File: src/rtl/cdb_broadcaster_pkg.sv
// Shared widths and conventions for the result path into the reorder buffer.
package cdb_broadcaster_pkg;

  localparam int unsigned ROB_TAG_BITS  = 5;
  localparam int unsigned ARCH_REG_BITS = 5;
  localparam int unsigned CDB_DATA_BITS = 64;

  // All-ones tag marks "no ROB entry".
  localparam logic [ROB_TAG_BITS-1:0] NO_ROB_ENTRY = '1;

  function automatic int unsigned idx_bits(input int unsigned n);
    return (n > 1) ? $clog2(n) : 1;
  endfunction

endpackage

File: src/rtl/cdb_broadcaster_rr_arbiter.sv
// Round-robin arbiter: grants the first requester found scanning upward from ptr+1.
module rr_arbiter
  import cdb_broadcaster_pkg::*;
#(
  parameter  int unsigned N  = 4,
  localparam int unsigned IW = idx_bits(N)
) (
  input  logic [N-1:0]  req_i,
  input  logic [IW-1:0] ptr_i,
  output logic [N-1:0]  grant_o,
  output logic [IW-1:0] grant_idx_o,
  output logic          any_grant_o
);

  logic [IW-1:0] cand;

  always_comb begin
    grant_o     = '0;
    grant_idx_o = '0;
    any_grant_o = 1'b0;
    cand        = '0;
    for (int unsigned k = 1; k <= N; k++) begin
      cand = IW'((32'(ptr_i) + k) % N);
      if (!any_grant_o && req_i[cand]) begin
        grant_o[cand] = 1'b1;
        grant_idx_o   = cand;
        any_grant_o   = 1'b1;
      end
    end
  end

endmodule

File: src/rtl/cdb_broadcaster.sv
// Collects FU results into one-entry holding registers and broadcasts one per cycle on the CDB.
module cdb_broadcaster
  import cdb_broadcaster_pkg::*;
#(
  parameter  int unsigned NUM_FU    = 4,
  parameter  int unsigned TAG_BITS  = ROB_TAG_BITS,
  parameter  int unsigned REG_BITS  = ARCH_REG_BITS,
  parameter  int unsigned DATA_BITS = CDB_DATA_BITS,
  localparam int unsigned PW        = idx_bits(NUM_FU),
  localparam int unsigned OW        = $clog2(NUM_FU + 1)
) (
  input  logic                          clock,
  input  logic                          reset,
  input  logic                          flush,
  input  logic [NUM_FU-1:0]             fu_valid,
  input  logic [NUM_FU*TAG_BITS-1:0]    fu_tag,
  input  logic [NUM_FU*REG_BITS-1:0]    fu_reg,
  input  logic [NUM_FU*DATA_BITS-1:0]   fu_value,
  output logic [NUM_FU-1:0]             fu_ready,
  output logic                          cdb_valid,
  output logic [TAG_BITS-1:0]           cdb_tag,
  output logic [REG_BITS-1:0]           cdb_reg,
  output logic [DATA_BITS-1:0]          cdb_value,
  output logic [OW-1:0]                 hold_occupancy
);

  logic [NUM_FU-1:0]    hold_valid_q, hold_valid_d;
  logic [TAG_BITS-1:0]  hold_tag_q   [NUM_FU];
  logic [REG_BITS-1:0]  hold_reg_q   [NUM_FU];
  logic [DATA_BITS-1:0] hold_value_q [NUM_FU];
  logic [PW-1:0]        ptr_q;
  logic                 cdb_valid_q;
  logic [TAG_BITS-1:0]  cdb_tag_q;
  logic [REG_BITS-1:0]  cdb_reg_q;
  logic [DATA_BITS-1:0] cdb_value_q;
  logic [OW-1:0]        occ_q, occ_d;

  logic [NUM_FU-1:0]    req, grant, accept;
  logic [PW-1:0]        grant_idx;
  logic                 any_grant;

  assign req = flush ? '0 : hold_valid_q;

  rr_arbiter #(.N(NUM_FU)) u_arb (
    .req_i       (req),
    .ptr_i       (ptr_q),
    .grant_o     (grant),
    .grant_idx_o (grant_idx),
    .any_grant_o (any_grant)
  );

  // A granted entry drains this edge, so its FU may refill it in the same cycle.
  assign fu_ready = flush ? '0 : (~hold_valid_q | grant);
  assign accept   = fu_valid & fu_ready;

  always_comb begin
    hold_valid_d = flush ? '0 : ((hold_valid_q & ~grant) | accept);
    occ_d        = '0;
    for (int unsigned i = 0; i < NUM_FU; i++) begin
      occ_d = occ_d + OW'(hold_valid_d[i]);
    end
  end

  always_ff @(posedge clock or posedge reset) begin
    if (reset) begin
      hold_valid_q <= '0;
      ptr_q        <= PW'(NUM_FU - 1);
      cdb_valid_q  <= 1'b0;
      cdb_tag_q    <= '0;
      cdb_reg_q    <= '0;
      cdb_value_q  <= '0;
      occ_q        <= '0;
      for (int unsigned i = 0; i < NUM_FU; i++) begin
        hold_tag_q[i]   <= TAG_BITS'(NO_ROB_ENTRY);
        hold_reg_q[i]   <= '0;
        hold_value_q[i] <= '0;
      end
    end else begin
      hold_valid_q <= hold_valid_d;
      occ_q        <= occ_d;
      if (any_grant) begin
        cdb_valid_q <= 1'b1;
        cdb_tag_q   <= hold_tag_q[grant_idx];
        cdb_reg_q   <= hold_reg_q[grant_idx];
        cdb_value_q <= hold_value_q[grant_idx];
        ptr_q       <= grant_idx;
      end else begin
        cdb_valid_q <= 1'b0;
      end
      for (int unsigned i = 0; i < NUM_FU; i++) begin
        if (accept[i]) begin
          hold_tag_q[i]   <= fu_tag[i*TAG_BITS +: TAG_BITS];
          hold_reg_q[i]   <= fu_reg[i*REG_BITS +: REG_BITS];
          hold_value_q[i] <= fu_value[i*DATA_BITS +: DATA_BITS];
        end
      end
    end
  end

  assign cdb_valid      = cdb_valid_q;
  assign cdb_tag        = cdb_tag_q;
  assign cdb_reg        = cdb_reg_q;
  assign cdb_value      = cdb_value_q;
  assign hold_occupancy = occ_q;

endmodule

File: config.mk
export PLATFORM = sky130hd
export DESIGN_NAME = cdb_broadcaster
export DESIGN_NICKNAME = d
export VERILOG_FILES = /design/src/rtl/cdb_broadcaster_pkg.sv /design/src/rtl/cdb_broadcaster_rr_arbiter.sv /design/src/rtl/cdb_broadcaster.sv
export SDC_FILE = /design/constraint.sdc
export NUM_CORES = 1
export LEC_CHECK = 0
export BUFFER_PORTS_ARGS = -buffer_cell sky130_fd_sc_hd__clkbuf_2
export CORE_MARGIN = 8
export CORE_UTILIZATION = 50
export DETAILED_ROUTE_END_ITERATION = 12
export MAX_ROUTING_LAYER = met4
export PLACE_DENSITY_LB_ADDON = 0.3
export RECOVER_POWER = 100
export SYNTH_ARGS = -nofsm -noshare
export SYNTH_HDL_FRONTEND = slang
export SYNTH_SLANG_ARGS = --single-unit
export TNS_END_PERCENT = 100
File: constraint.sdc
create_clock -name clock -period 17.1 [get_ports clock]
set_clock_uncertainty 0.05 [all_clocks]
set_input_delay 3.42 -clock clock [delete_from_list [all_inputs] [get_ports clock]]
set_output_delay 3.42 -clock clock [all_outputs]
set_load 0.05 [all_outputs]
==> results.py <==
metrics = {
    "die": {
        "io_pins": 385,
        "coreArea_um2": 35310,
        "die_area_um2": 41830,
        "die_y_um": 204.5,
        "rows": 69,
        "initial_core_util": 0.5033,
        "die_w_um": 204.5,
    },
    "global_routing": {
        "grt_use_total": 0.2497,
        "use_met3": 0.05297,
        "grt_start_max_net_pins": 95,
        "overflow": 0,
        "grt_pass1_wl_mm": 79.40,
        "grt_pass1_vias": 13860,
        "met2_usage": 0.4044,
        "grt-busiest-layer": "met2",
        "use_met1": 0.3023,
        "antenna_found_initial": 8,
    },
    "clocking": {
        "post_cts_buffers": 0,
        "insertion_delay_ns": 0.56,
        "cts_max_path_buffers": 3,
        "cts_hold_buffers": 0,
        "cts_root_buffer": "clkbuf_16",
        "cts_sinks": 380,
        "clkTransAtPathRegs_ns": 0.06,
        "cts_resized": 0,
        "htree_levels": 2,
        "cts_buffers": 40,
        "cts_tree": "done",
    },
    "detailed_routing": {
        "wirelength_mm": 51.08,
        "routed_via_density": 5.782,
        "wl_per_cell_um": 23.13,
        "num_vias": 12770,
        "ant_nets": 0,
        "first_pass_iters": 5,
        "drc": 0,
        "drtIter0Drc": 717,
    },
    "timing": {
        "whs_ns": 0.4336,
        "post-route-min-period_ns": 10.23,
        "grt_setup_unrepaired": "no",
        "drv_slew": 770,
        "maxSlewHeadroom": -1.884,
        "finalHoldViolations": 0,
        "fin_crit_sh": 0.5983,
        "max_slew.worst_pin.slew_ns": 4.326,
        "finalSetupViolations": 0,
        "fmax_mhz": 97.74,
        "tns_ns": 0,
    },
    "synth": {
        "ys_seq_area_frac": 0.5366,
        "synth_cell_type_count": 57,
        "synth_commonest_cells": "358 x dfrtp_1, 231 x mux2_1, 115 x mux2i_1",
        "async_flop_share": 1.000,
        "synth_seq_cells": 380,
        "ys_top_cells_by_area": "dfrtp_1 50%, mux2_1 15%, mux2i_1 6.5%",
        "yosys.area.top_type": "dfrtp_1",
        "synth_top_area_frac": 0.5041,
        "yosysMostFrequentCell": "dfrtp_1",
        "synth.avg_cell_area_um2": 13.04,
        "synthCells": 1363,
        "synth_edf_count": 0,
        "syn_area_um2": 17770,
        "syn_nets": 1677,
        "yosys_warnings": 0,
        "ys.flop_type": "dfrtp_1",
    },
    "final_layout": {
        "nNetsFinal": 2021,
        "design_area_um2": 21210,
        "largest_register_ffs": 256,
        "area_growth_pct": 19.34,
        "drive_above_1_share": 0.2957,
        "regMostFlops": "hold_value_q",
    },
    "placed_design": {
        "gp_congestion": 0.8571,
        "io_buffers": 384,
        "post_dp_cell_area_um2": 19910,
        "dp_hpwl_mm": 34.57,
    },
    "setup_path": {
        "crit_family": "buffers and inverters",
        "critPathLaunchType": "input pin",
        "cp-end-kind": "asynchronous set/reset pin",
        "cp_slowest_cell": "clkbuf_1",
        "reg2reg_slack_ns": 9.31,
        "ff2ff_path_depth": 10,
        "crit_type": "in -> async",
        "reg2reg_from": "ptr_q[0]",
        "worstPathRequired_ns": 17.67,
        "rr_endpoint": "hold_value_q[125]",
        "cp_max_fo": 94,
        "cpPeakStageDelay_ns": 3.18,
        "crit_chain": "clkbuf_1, clkinvlp_2, clkbuf_1, buf_4, buf_4",
        "crit_arrival_ns": 10.81,
        "cp_num_buf_inv": 5,
    },
    "pwr": {
        "p_per_area_nw_per_um2": 188.5,
        "power_w": 0.003998,
        "p_leak_nw": 9.510,
        "peakVddDrop_uv": 131.4,
    },
    "run_status": {
        "violations": "capacitance limit, slew limit",
        "outcome": "finished, violations left",
    },
    "run": {
        "cap_viol_max_count": 16,
    },
    "min_path": {
        "hold_class": "reg -> reg",
        "min_path_cells": 1,
        "min_from": "hold_value_q[102]",
        "hold_end": "hold_value_q[102]",
    },
}
==> kinds of logic (layout without fill, tap and decap cells) <==
| group | after synthesis | after routing | synth area share |
|---|---|---|---|
| buf+inv | 130 | 505 | 0.04055 |
| xor+xnor | 1 | 1 | 0.0009155 |
| simple gates | 182 | 182 | 0.04576 |
| other cells | 0 | 9 | 0 |
| flops | 380 | 380 | 0.5366 |
| compound gates | 217 | 217 | 0.09568 |
| fa+ha+maj | 11 | 11 | 0.008167 |
| mux | 442 | 442 | 0.2723 |
==> worst max-delay path by stage <==
| stage | endpoint | slack [ns] | startpoint | cells after the start |
|---|---|---|---|---|
| final | hold_value_q[125] | 6.87 | reset | 5 |
| after global routing | cdb_reg[0] | 5.22 | reset | 5 |
| after CTS | fu_ready[3] | 8.01 | flush | 7 |
| after detailed placement | fu_ready[3] | 8.02 | flush | 7 |
| after global placement | fu_ready[3] | 8.13 | flush | 7 |
| after floorplan | cdb_reg[0] | 3.11 | reset | 1 |
==> metrics by stage <==
step / utilization / setup WS (ns) / std cells
final: 0.6007 / 6.868 / 2208
after global routing: 0.6006 / 5.218 / 2207
after CTS: 0.6055 / 8.009 / 2199
after detailed placement: 0.5640 / 8.021 / 2126
after global placement: 0.5640 / 8.133 / 2126
after floorplan: - / 3.109 / 1363
==> final cells by class <==
| class | instances | area (um^2) |
|---|---|---|
| well taps | 461 | 576.8 |
| diodes | 9 | 22.52 |
| repair buffers | 407 | 1937 |
| fillers | 2862 | 14100 |
| multi-input cells | 853 | 7571 |
| clock inverters | 18 | 256.5 |
| inverters | 25 | 95.09 |
| flip-flops and latches | 380 | 9540 |
| clock buffers | 55 | 1210 |
==> routing by layer <==
metal / up-vias / part of all wire
li1: 5710 / -
met1: 6501 / 0.41
met2: 449 / 0.49
met3: 107 / 0.068
met4: 0 / 0.037
met5: - / 0
==> where the power goes <==
group	leakage [nW]	internal, W	switching, W	total, W
Combinational	4.33	0.000578	0.00101	0.00159
Clock	0.726	0.000586	0.000366	0.000953
Sequential	4.45	0.00123	0.000225	0.00146
==> placed cells by master, fill, tap and decap left out, types with 8 or more instances in the layout <==
master / n
mux2_2: 93
mux2i_1: 115
inv_1: 24
o22ai_1: 22
clkbuf_16: 42
dfrtp_1: 358
buf_4: 9
ha_1: 10
nor2_1: 72
a21boi_0: 24
nand2_1: 71
o21ai_0: 28
diode_2: 9
clkbuf_2: 300
o2111a_1: 8
clkbuf_8: 11
a21oi_1: 15
dfstp_2: 21
mux2_1: 232
nand3_1: 8
a221oi_1: 24
clkinv_2: 9
o221ai_1: 58
clkbuf_1: 100
Note: power is estimated with default switching activity, not from simulation.
